--- src/rtl/axi_pkg.sv ---
// ---- axi_pkg : shared encodings for the AXI read-slave FSM and burst address generator | rev 1.0 ----
`default_nettype none
package axi_pkg;

  typedef enum logic [1:0] {
    ST_IDLE = 2'd0,
    ST_READ = 2'd1,
    ST_LOAD = 2'd2,
    ST_DATA = 2'd3
  } state_t;

  localparam logic [1:0] BURST_FIXED = 2'b00;
  localparam logic [1:0] BURST_INCR  = 2'b01;
  localparam logic [1:0] BURST_WRAP  = 2'b10;
  localparam logic [1:0] BURST_RSVD  = 2'b11;

  localparam logic [1:0] RESP_OKAY   = 2'b00;
  localparam logic [1:0] RESP_SLVERR = 2'b10;

  // WRAP needs a power-of-two beat count so the wrap window is aligned.
  function automatic logic wrap_len_ok(input logic [7:0] len);
    return (len == 8'd1) || (len == 8'd3) || (len == 8'd7) || (len == 8'd15);
  endfunction

endpackage
`default_nettype wire

--- src/rtl/axi_burst_addr_gen.sv ---
// ---- axi_burst_addr_gen : combinational next beat address for FIXED/INCR/WRAP bursts | rev 1.0 ----
`default_nettype none
module axi_burst_addr_gen
  import axi_pkg::*;
#(
  parameter int AW = 32
) (
  input  logic [AW-1:0] addr,
  input  logic [2:0]    size,
  input  logic [7:0]    len,
  input  logic [1:0]    burst,
  output logic [AW-1:0] next_addr
);

  logic [AW-1:0] bytes;
  logic [AW-1:0] total;
  logic [AW-1:0] base;
  logic [AW-1:0] incr_addr;

  always_comb begin
    bytes     = AW'(1) << size;
    total     = bytes * (AW'(len) + AW'(1));
    base      = addr & ~(total - AW'(1));
    incr_addr = (addr & ~(bytes - AW'(1))) + bytes;
    next_addr = incr_addr;
    // Reserved burst codes and odd WRAP lengths fall through to INCR.
    case (burst)
      BURST_FIXED: next_addr = addr;
      BURST_WRAP: begin
        if (wrap_len_ok(len)) begin
          next_addr = base + ((addr + bytes - base) & (total - AW'(1)));
        end
      end
      default: next_addr = incr_addr;
    endcase
  end

endmodule
`default_nettype wire

--- src/rtl/axi_rd_slave_fsm.sv ---
// ---- axi_rd_slave_fsm : AXI read responder over a 1-cycle-latency memory port | rev 1.0 ----
// ---- optional burst legality checking with SLVERR responses: define AXI_RD_ERR_CHK_EN ----
`default_nettype none
module axi_rd_slave_fsm
  import axi_pkg::*;
#(
  parameter int IDW = 12,
  parameter int AW  = 32,
  parameter int DW  = 64
) (
  input  logic           axi_aclk,
  input  logic           axi_aresetn,
  input  logic [IDW-1:0] axi_arid,
  input  logic [AW-1:0]  axi_araddr,
  input  logic [7:0]     axi_arlen,
  input  logic [2:0]     axi_arsize,
  input  logic [1:0]     axi_arburst,
  input  logic           axi_arvalid,
  output logic           axi_arready,
  output logic [IDW-1:0] axi_rid,
  output logic [DW-1:0]  axi_rdata,
  output logic [1:0]     axi_rresp,
  output logic           axi_rlast,
  output logic           axi_rvalid,
  input  logic           axi_rready,
  output logic           mem_ren,
  output logic [AW-1:0]  mem_raddr,
  input  logic [DW-1:0]  mem_rdata
);

  state_t        state;
  state_t        state_nxt;
  logic [AW-1:0] addr_q;
  logic [AW-1:0] next_addr;
  logic [7:0]    len_q;
  logic [7:0]    cnt_q;
  logic [2:0]    size_q;
  logic [1:0]    burst_q;
  logic          err_q;
  logic          ar_hs;
  logic          ar_err;

  assign ar_hs = axi_arvalid && axi_arready;

`ifdef AXI_RD_ERR_CHK_EN
  assign ar_err = (axi_arburst == BURST_RSVD)
               || ((axi_arburst == BURST_WRAP) && !wrap_len_ok(axi_arlen))
               || ((32'd1 << axi_arsize) > 32'(DW / 8));
`else
  assign ar_err = 1'b0;
`endif

  axi_burst_addr_gen #(.AW(AW)) u_addr_gen (
    .addr      (addr_q),
    .size      (size_q),
    .len       (len_q),
    .burst     (burst_q),
    .next_addr (next_addr)
  );

  always_ff @(posedge axi_aclk) begin
    if (!axi_aresetn) begin
      state <= ST_IDLE;
    end else begin
      state <= state_nxt;
    end
  end

  always_comb begin
    state_nxt = state;
    case (state)
      ST_IDLE: if (ar_hs) state_nxt = ST_READ;
      ST_READ: state_nxt = ST_LOAD;
      ST_LOAD: state_nxt = ST_DATA;
      ST_DATA: if (axi_rready) state_nxt = axi_rlast ? ST_IDLE : ST_READ;
      default: state_nxt = ST_IDLE;
    endcase
  end

  always_comb begin
    axi_arready = (state == ST_IDLE);
    axi_rvalid  = (state == ST_DATA);
    mem_ren     = (state == ST_READ) && !err_q;
    mem_raddr   = addr_q;
  end

  // Burst context and the registered R channel payload.
  always_ff @(posedge axi_aclk) begin
    if (!axi_aresetn) begin
      addr_q    <= '0;
      len_q     <= '0;
      cnt_q     <= '0;
      size_q    <= '0;
      burst_q   <= '0;
      err_q     <= 1'b0;
      axi_rid   <= '0;
      axi_rdata <= '0;
      axi_rresp <= RESP_OKAY;
      axi_rlast <= 1'b0;
    end else begin
      case (state)
        ST_IDLE: begin
          if (ar_hs) begin
            addr_q  <= axi_araddr;
            len_q   <= axi_arlen;
            cnt_q   <= axi_arlen;
            size_q  <= axi_arsize;
            burst_q <= axi_arburst;
            err_q   <= ar_err;
            axi_rid <= axi_arid;
          end
        end
        ST_LOAD: begin
          axi_rdata <= err_q ? '0 : mem_rdata;
          axi_rresp <= err_q ? RESP_SLVERR : RESP_OKAY;
          axi_rlast <= (cnt_q == 8'd0);
        end
        ST_DATA: begin
          if (axi_rready) begin
            if (axi_rlast) begin
              axi_rlast <= 1'b0;
            end else begin
              cnt_q  <= cnt_q - 8'd1;
              addr_q <= next_addr;
            end
          end
        end
        default: ;
      endcase
    end
  end

endmodule
`default_nettype wire

--- config.mk ---
export PLATFORM = sky130hd
export DESIGN_NAME = axi_rd_slave_fsm
export DESIGN_NICKNAME = d
export VERILOG_FILES = /design/src/rtl/axi_pkg.sv /design/src/rtl/axi_burst_addr_gen.sv /design/src/rtl/axi_rd_slave_fsm.sv
export SDC_FILE = /design/constraint.sdc
export NUM_CORES = 1
export LEC_CHECK = 0
export ABC_AREA = 1
export BUFFER_PORTS_ARGS = -buffer_cell sky130_fd_sc_hd__buf_2
export CORE_ASPECT_RATIO = 1.5
export CORE_MARGIN = 4
export CORE_UTILIZATION = 35
export DETAILED_ROUTE_END_ITERATION = 8
export PLACE_DENSITY = 0.62
export SYNTH_ARGS = -nofsm -noshare
export SYNTH_HDL_FRONTEND = slang
export SYNTH_SLANG_ARGS = --single-unit
--- constraint.sdc ---
create_clock -name axi_aclk -period 16 [get_ports axi_aclk]
set_input_delay 2.4 -clock axi_aclk [delete_from_list [all_inputs] [get_ports axi_aclk]]
set_output_delay 2.4 -clock axi_aclk [all_outputs]
set_load 0.02 [all_outputs]
== Word-level counts from Yosys, hierarchy flattened ==
Cells that the tools add are included.
Word-level totals
  output and inout bits: 114
  register bits after elaboration: 132
  bits of input ports: 125
  word-level logic and storage cells: 66
Cells by class
  $add $sub $neg: 8
  multipliers: 1
  reduce and logical (&&, ||, !) cells: 14
  equality and inequality tests: 12
  bitwise operators: 5
  shift operators: 1
  muxes and demuxes: 16
Operators by type and width (count)
  2-to-1 mux 32 bit: 4
  case mux 32 bit (2 select lines): 2
  adder 32 bit: 3
  AND 32 bit: 3
  inverter 32 bit: 2
  subtractor 32 x 1 -> 32 bit, second input constant: 2
  multiplier 32 x 32 -> 32 bit: 1
  left shift 1 x 3 -> 32 bit, first input constant: 1
  subtractor 32 bit: 1
  2-to-1 mux 8 bit: 3
  case mux 8 bit (2 select lines): 1
  adder 8 x 1 -> 9 bit, second input constant: 1
  equality test 8 x 1 -> 1 bit, second input constant: 1
  equality test 8 x 2 -> 1 bit, second input constant: 1
  equality test 8 x 3 -> 1 bit, second input constant: 1
  equality test 8 x 4 -> 1 bit, second input constant: 1
  zero test 8 bit: 1
  case mux 2 bit (4 select lines): 1
  subtractor 8 x 1 -> 8 bit, second input constant: 1
  equality test 2 bit, second input constant: 3
  AND reduction 2 bit: 3
  AND reduction 5 bit: 1
  zero test 2 bit: 2
  2-to-1 mux 2 bit: 2
  other kinds (9): 15

== Longest topological paths before layout ==
Gate-level depths: netlist of run 1.
  depth after elaboration: 13
  depth in mapped cells: 57
  gate-level depth less buffers: 57

== By module ==
A second synthesis of run 1 with hierarchy kept.
Unflattened totals
  cells, all modules: 2420
  area, all modules: 14735.4 um^2
Modules (own cells, without submodules)
  axi_burst_addr_gen: seq. area each 0.0 um^2, times used 1, cells an instance 1669, area an instance 9367.7 um^2
  axi_rd_slave_fsm: seq. area each 2642.5 um^2, times used 1, cells an instance 751, area an instance 5367.6 um^2

== Worst setup path after synthesis of run 1 ==
No wires, ideal clock.
  path kind: register to register
  start point: register len_q[0]
  end point: register addr_q[31], in the netlist mem_raddr[31]
  data required time: 15.868 ns
  setup time: 0.132 ns
  clock period less this slack: 8.183 ns
  setup slack: 7.817 ns
  path buffers: 0
  data arrival time: 8.050 ns
  cell stages (with the launch flop): 53
  cells stage by stage: dfxtp_1 -> ha_1 -> nand2_1 -> nor2_4 -> nand2_1 -> o21ai_0 -> nand2_1 -> inv_1 -> nand2_1 -> fa_1 -> inv_1 -> fa_1 -> fa_1 -> fa_1 -> inv_1 -> fa_1 -> inv_1 -> ha_1 -> [... 17 more ...] -> nand2_1 -> nand3_1 -> nand3_1 -> nand2_1 -> a31oi_1 -> o21ai_0 -> xor2_1 -> inv_1 -> nor2_1 -> ha_1 -> a21oi_1 -> o21bai_1 -> a221oi_1 -> nand4_1 -> nand3_1 -> nand2_1 -> nand2_1 -> a21oi_1
Between the ends
  longest elaborated chain between the ends: 13
  elaborated cells between the ends (all ways): 20
  those cells by class: 4 x add/sub; 1 x mul; 4 x eq/ne; 5 x mux; 3 x bitwise; 3 x reduce/logical
Ends and longest elaborated chain
  start: declaration: RTL line axi_rd_slave_fsm.sv:35  | logic [7:0] len_q;
  start signal: assignment: RTL line axi_rd_slave_fsm.sv:105  | len_q <= axi_arlen;
  adder 8 x 1 -> 9 bit: RTL line axi_burst_addr_gen.sv:22  | total = bytes * (AW'(len) + AW'(1));
  multiplier 32 x 32 -> 32 bit: RTL line axi_burst_addr_gen.sv:22
  subtractor 32 x 1 -> 32 bit: RTL line axi_burst_addr_gen.sv:23, axi_burst_addr_gen.sv:31
  inverter 32 bit: RTL line axi_burst_addr_gen.sv:23  | base = addr & ~(total - AW'(1));
  AND 32 bit: RTL line axi_burst_addr_gen.sv:23
  subtractor 32 bit: RTL line axi_burst_addr_gen.sv:31  | next_addr = base + ((addr + bytes - base) & (total - AW'(1)));
  AND 32 bit: RTL line axi_burst_addr_gen.sv:31
  adder 32 bit: RTL line axi_burst_addr_gen.sv:31
  2-to-1 mux 32 bit (*): RTL line axi_burst_addr_gen.sv:30  | if (wrap_len_ok(len)) begin
  case mux 32 bit (2 select lines) (*): RTL line axi_burst_addr_gen.sv:27  | case (burst)
  2-to-1 mux 32 bit (*): RTL line axi_rd_slave_fsm.sv:120  | if (axi_rlast) begin
  2-to-1 mux 32 bit (*): RTL line axi_rd_slave_fsm.sv:119  | if (axi_rready) begin
  case mux 32 bit (2 select lines) (*): RTL line axi_rd_slave_fsm.sv:101  | case (state)
  end signal: assignment: RTL line axi_rd_slave_fsm.sv:104  | addr_q <= axi_araddr;
  end signal: assignment: RTL line axi_rd_slave_fsm.sv:124  | addr_q <= next_addr;
  end: declaration: RTL line axi_rd_slave_fsm.sv:33  | logic [AW-1:0] addr_q;
Mark *: on every way between the ends. The rest lies on a longest branch, timed or not. The select of a mux whose other input is x is not followed.
A chain may end at the register's enable or synchronous reset.

== Worst setup path in the final report of run 1 ==
  start point: register len_q[0]
  end point: register addr_q[28], in the netlist mem_raddr[28]
Same word-level chain as after synthesis.

==> metrics.md, run 1 <==
| Metric | Value |
|---|---|
| Post-DP HPWL | 44700 um |
| IO Pins | 239 |
| H-tree depth | 4 |
| GPL Wtd Cong | 0.969 |
| DRC errors left | 0 |
| Most Frequent Cell on Critical Path | nand2_1 |
| Mapped Area | 14300 sq um |
| Core footprint | 40300 sq um |
| Cell variety after synth | 56 |
| Setup bufs post-CTS | 0 |
| Final core utilization | 0.410 |
| Final Max Slew Viols | 0 |
| RSZ-0062 raised after global routing | no |
| Max incr delay on CP | 550 ps |
| Fin crit period | 9650 ps |
| Worst skew pair latency | 430 ps |
| CTS sink count | 132 |
| Starting Density | 0.354 |
| Synthesized flop and latch total | 132 |
| First-pass DRT Iterations | 6 |
| Share of layout cells above drive strength 1 | 0.138 |
| Final setup viols | 0 |
| Yosys warns | 0 |
| Antenna-violating nets left | 0 |
| CP Class | reg2reg |
| Max_cap viols | 0 |
| Syn Area/Cell | 6.08 sq um |
| Most used DFF post-synth | dfxtp_1 |
| Number of flops mapped to enable cells by yosys | 0 |
| Root Buffer | clkbuf_16 |
| Skew final | 11.2 ps |
| DR vias/cell | 5.19 |
| Nets@finish | 2851 |
| Peak Freq | 104 MHz |
| Die width | 173 um |
| WL/cell | 17.7 um |
| First-pass GRT wire length | 84500 um |
| Area Overhead vs Synth | 15.7% |
| Worst min-delay path class | reg2reg |
| Port bufs | 236 |
| Least-Margin Pin Slew | 1090 ps |
| CP required | 16360 ps |
| Grt ovf | 0 |
| CTS Hold Bufs | 0 |
| Via count | 15952 |
| Hold Path Depth | 2 |
| CTS buffer count | 17 |
| Deepest clock path buffer count | 2 |
| Gr usage total | 0.238 |
| CTS tree | yes |
| Initial DRC Count | 1039 |
| Maximum number of pins on one net before global-route repair | 89 |
| Row count | 90 |
| Reg2reg path depth | 50 |
| Seq/Total Area, Yosys | 0.185 |
| Critical path's slowest cell | fa_1 |
| Final period util | 0.603 |
| Initial antenna violation count | 5 |
| Startpoint Class | flop |
| Crit. End Element | flop |
| Setup slack at placement | 6480 ps |
| Fin Setup TNS | 0 ps |
| Asr flop ratio synth | 0 |
| Post-route setup slack | 6350 ps |
| Max FO, Critical Path | 9 |
| DRT Wirelength | 54300 um |
| Die H | 255 um |
| Gate Count Post-Synth | 2348 |
| Final Hold Vio Count | 0 |
| Post-cts resize count | 0 |
| Slew HR | 0.275 |
| WP data arrival | 10010 ps |
| Worst-path clk slew | 60 ps |
| Die ar. | 44200 sq um |
| Reg2Reg Setup Slack | 6350 ps |
| Number of global-route vias before repair | 15847 |
| Status | finished clean |
-- Yosys cell counts, types with 7 or more instances --
| master | number | area [sq um] |
|---|---|---|
| nand2_1 | 555 | 2080 |
| inv_1 | 384 | 1440 |
| nor2_1 | 359 | 1350 |
| o21ai_0 | 166 | 831 |
| a21oi_1 | 146 | 731 |
| dfxtp_1 | 132 | 2640 |
| ha_1 | 126 | 1580 |
| nand3_1 | 119 | 596 |
| fa_1 | 48 | 961 |
| clkbuf_1 | 47 | 176 |
| nand4_1 | 35 | 219 |
| nor3_1 | 23 | 115 |
| nand2_2 | 19 | 119 |
| xor2_1 | 18 | 158 |
| o211ai_1 | 15 | 113 |
| a31oi_1 | 12 | 75.1 |
| nor2_2 | 12 | 75.1 |
| inv_2 | 11 | 41.3 |
| a221oi_1 | 9 | 78.8 |
| xnor2_1 | 9 | 78.8 |
| nor2_4 | 8 | 90.1 |
| nor4_1 | 8 | 50.1 |
| nand3b_1 | 7 | 52.6 |
| o21ai_1 | 7 | 35.0 |
-- cells in the final DEF (no fill, tap or decap), types with 17 or more instances in the layout --
master	instances
dfxtp_1	132
ha_1	124
nor3_1	23
a21oi_1	146
xor2_1	18
nand2_1	555
buf_2	236
nand3_1	119
clkbuf_16	17
inv_1	384
o21ai_0	166
fa_1	48
nor2_1	359
nand4_1	35
nand2_2	19
-- cell type report --
type | count | area (sq um)
Multi-Input combinational cell | 1759 | 9890
Inverter | 399 | 1510
Tap cell | 506 | 633
Clock buffer | 19 | 443
Timing Repair Buffer | 243 | 1230
Fill cell | 4424 | 23800
Antenna cell | 4 | 10.0
Sequential cell | 132 | 2640
Clock inverter | 12 | 173
-- cell families after synthesis --
group / synth area share
buffers and inverters: 0.124
AND/OR/NAND/NOR: 0.349
flip-flops: 0.185
XOR/XNOR: 0.0166
AO/OA/AOI/OAI: 0.148
adder cells (fa/ha/maj): 0.178
other: 0.000262
-- worst max-delay path: cells and delay by family (launching register included) --
kind | cells | cell delay (ps)
fa+ha+maj | 9 | 3720
compound gates | 7 | 1290
flops | 1 | 480
simple gates | 24 | 2940
xor+xnor | 2 | 490
buf+inv | 8 | 670
-- registers in the layout, indices dropped and copies added (netlist names) --
name       flops
axi_rdata     64
burst_q        2
state          2
len_q          8
axi_rlast      1
size_q         3
mem_raddr     32
axi_rid       12
cnt_q          8
-- final timing paths --
kind                                       startpoint                          to
worst max register to register  len_q[0]$_SDFFE_PN0P_  mem_raddr[28]$_SDFFE_PN0P_
worst min-delay path            cnt_q[5]$_SDFFE_PN0P_       cnt_q[5]$_SDFFE_PN0P_
worst max-delay path            len_q[0]$_SDFFE_PN0P_  mem_raddr[28]$_SDFFE_PN0P_
worst min register to register  cnt_q[5]$_SDFFE_PN0P_       cnt_q[5]$_SDFFE_PN0P_
-- metrics by stage --
| stage | cells | instance area, sq um | hold WS [ps] |
|---|---|---|---|
| 6_report | 3074 | 16500 | 467 |
| 4_1_cts | 3070 | 16500 | 469 |
| 5_1_grt | 3074 | 16500 | 485 |
| 3_3_place_gp | 3039 | 15900 | 455 |
| 2_1_floorplan | 2349 | 14300 | 444 |
| 3_5_place_dp | 3039 | 15900 | 460 |
-- metal layers --
layer  vias up  GRT usage  part of all wire
met4         2      0.131             0.060
met2       545      0.447              0.52
li1       7877          -                 -
met5         -          0           0.00015
met3       163     0.0296             0.050
met1      7365      0.255              0.37
Power of run 1 is left out: the tool's default activity adds up to more than one toggle a clock period on the data nets, which glitch-free logic cannot reach.
==> run 2: changes to the inputs <==
--- a/config.mk
+++ b/config.mk
@@ -11,7 +11,7 @@
 export CORE_MARGIN = 4
 export CORE_UTILIZATION = 35
 export DETAILED_ROUTE_END_ITERATION = 8
-export PLACE_DENSITY = 0.62
+export PLACE_DENSITY = 0.64
 export SYNTH_ARGS = -nofsm -noshare
 export SYNTH_HDL_FRONTEND = slang
 export SYNTH_SLANG_ARGS = --single-unit
==> constraint.sdc (replaced) <==
create_clock -name axi_aclk -period 8.03 [get_ports axi_aclk]
set_input_delay 1.2045 -clock axi_aclk [delete_from_list [all_inputs] [get_ports axi_aclk]]
set_output_delay 1.2045 -clock axi_aclk [all_outputs]
set_load 0.02 [all_outputs]
==> run 2 against run 1 <==
Effect of this change: register-to-register slack worse by 6800 ps; design area up 29%; first-iteration DRC count rose by 4.5%; critical path depth up 6; sequential share of layout area is 3.5 points lower; routed wire length increased by 10%; via count rose by 11%; largest cell class unchanged; worst setup slack got worse by 6800 ps; flip-flop and latch count is the same; the flow now finishes with violations (negative setup slack); non-clock buffer count grew 392.
==> metrics.md, run 2 (same netlist as run 1, synthesis figures left out) <==
| Metric | Value |
|---|---|
| Fin crit period | 8440 ps (-1210 ps) |
| Met3 wire length | 2570 um (-5.8%) |
| Final period util | 1.05 (+0.447) |
| Failing checks | negative setup slack |
| Slew HR | 0.256 (-0.0189) |
| CP required | 8330 ps (-8030 ps) |
| Initial antenna violation count | 1 (-4) |
| Final setup viols | 9 (+9) |
| CTS Hold Bufs | 0 (unchanged) |
| DRT Wirelength | 60000 um (+10%) |
| Worst min-delay path class | reg2reg |
| Most flop-heavy register | axi_rdata |
| Core footprint | 40300 sq um (unchanged) |
| Hold Path Depth | 2 (unchanged) |
| Die ar. | 44200 sq um (unchanged) |
| Sequential cell area | 2650 sq um (+0.28%) |
| Max FFs per register | 64 (unchanged) |
| GPL Wtd Cong | 0.963 (-0.61%) |
| Via count | 17744 (+11%) |
| Worst skew pair latency | 430 ps (about the same) |
| Wl on met1 | 22000 um (+9.2%) |
| Final Max Slew Viols | 0 (unchanged) |
| Multi-input gate area | 11500 sq um (+16%) |
| Gr usage total | 0.260 (+0.0225) |
| Port bufs | 236 (unchanged) |
| FF-to-FF Start | len_q[0]$_SDFFE_PN0P_ |
| WP data arrival | 8740 ps (-1270 ps) |
| Max FO, Critical Path | 4 (-5) |
| Worst path bufs/invs | 15 (+7) |
| Max incr delay on CP | 540 ps (about the same) |
| First-pass GRT wire length | 93300 um (+10%) |
| CTS sink count | 132 (unchanged) |
| CP Class | reg2reg |
| Final Hold Vio Count | 0 (unchanged) |
| IO Pins | 239 (unchanged) |
| Worst-path clk slew | 60 ps (about the same) |
| Met2 wire len | 31200 um (+10%) |
| RSZ-0062 raised after global routing | yes |
| Maximum number of pins on one net before global-route repair | 84 (-5.6%) |
| First-pass DRT Iterations | 6 (unchanged) |
| Reg2Reg Setup Slack | -410 ps (-6760 ps) |
| Status | finished with violations |
| Placed Cells | 3342 (+10%) |
| Hold Path End | cnt_q[5]$_SDFFE_PN0P_ |
| Hold_sp | cnt_q[5]$_SDFFE_PN0P_ |
| Post-route setup slack | -405 ps (-6760 ps) |
| Peak Freq | 119 MHz (+14%) |
| Top routing layer used | met4 |
| CTS buffer count | 17 (unchanged) |
| Deepest clock path buffer count | 2 (unchanged) |
| CTS tree | yes |
| Antenna-violating nets left | 0 (unchanged) |
| Max_cap viols | 0 (unchanged) |
| Skew final | 7.87 ps (-3.29 ps) |
| Row count | 90 (unchanged) |
| Finished Layout Cells | 3463 (+13%) |
| Post-DP HPWL | 47600 um (+6.6%) |
| Initial DRC Count | 1086 (+4.5%) |
| Starting Density | 0.354 (unchanged) |
| Commonest cells after routing, fill and taps aside | nand2_1, buf_4, inv_1 |
| Area Overhead vs Synth | 48.9% |
| Critical path's slowest cell | fa_1 |
| Crit. End Element | flop |
| Crit-path leading delay family | adder cells |
| Nets@finish | 3243 (+14%) |
| R2R Path End | mem_raddr[27]$_SDFFE_PN0P_ |
| Final core utilization | 0.528 (+0.118) |
| Number of global-route vias before repair | 18009 (+14%) |
| Fin Setup TNS | -2460 ps (-2460 ps) |
| Share of layout cells above drive strength 1 | 0.352 (+0.214) |
| Die H | 255 um (unchanged) |
| Least-Margin Pin Slew | 1120 ps (+28.4 ps) |
| Root Buffer | clkbuf_16 |
| Die width | 173 um (unchanged) |
| WL/cell | 17.3 um (-1.9%) |
| DRC errors left | 0 (unchanged) |
| DR vias/cell | 5.12 (-1.3%) |
| Commonest non-fill, non-tap cell in the layout | nand2_1 |
| Reg2reg path depth | 56 (+12%) |
| Filler cell count | 4002 (-9.5%) |
| Grt ovf | 0 (unchanged) |
| Startpoint Class | flop |
| H-tree depth | 4 (unchanged) |
## run 2: final cells by class
class,count,area share
sequential,132,0.125
inverter,399,0.0713
tap,506,0.0298
clock buffer,18,0.0202
clock inverter,13,0.00935
multi-input combinational,1759,0.540
antenna,1,0.000118
timing repair buffer,635,0.205
## run 2: how the worst max path moves through the flow
| stage | start | endpoint | slack (ps) | cells after the start |
|---|---|---|---|---|
| 2_1_floorplan | len_q[0]$_SDFFE_PN0P_ | mem_raddr[30]$_SDFFE_PN0P_ | 20 | 54 |
| 3_3_place_gp | len_q[0]$_SDFFE_PN0P_ | mem_raddr[30]$_SDFFE_PN0P_ | -600 | 50 |
| 3_5_place_dp | len_q[0]$_SDFFE_PN0P_ | mem_raddr[30]$_SDFFE_PN0P_ | -840 | 52 |
| 4_1_cts | len_q[1]$_SDFFE_PN0P_ | mem_raddr[30]$_SDFFE_PN0P_ | -310 | 54 |
| 5_1_grt | len_q[0]$_SDFFE_PN0P_ | mem_raddr[30]$_SDFFE_PN0P_ | -840 | 57 |
| 6_report | len_q[0]$_SDFFE_PN0P_ | mem_raddr[27]$_SDFFE_PN0P_ | -410 | 56 |
## run 2: what timing repair did
item                                    in CTS  in global routing
gates resized for setup                    220                190
pin swaps                                  137                 92
endpoints found under the setup margin      17                 22
setup buffers                               76                 35
## run 2: worst min-delay path, stage by stage (launching register included)
cell,delay (ps)
dfxtp_1,310
nand2_1,60
a21oi_1,50
## run 2: per-stage QoR
stage                     cell area (sq um)  worst slack (ps)  hold WS (ps)
after global placement                18300              -603           455
after global routing                  21300              -836           509
final                                 21300              -405           465
after CTS                             20400              -309           467
after floorplan                       14300              18.7           444
after detailed placement              18300              -836           459
## run 2: routing by layer
metal,track usage,vias to the layer above
li1,-,8667
met5,0,-
met4,0.150,0
met1,0.274,8261
met3,0.0331,220
met2,0.492,596
Power of run 2 is left out for the same reason.
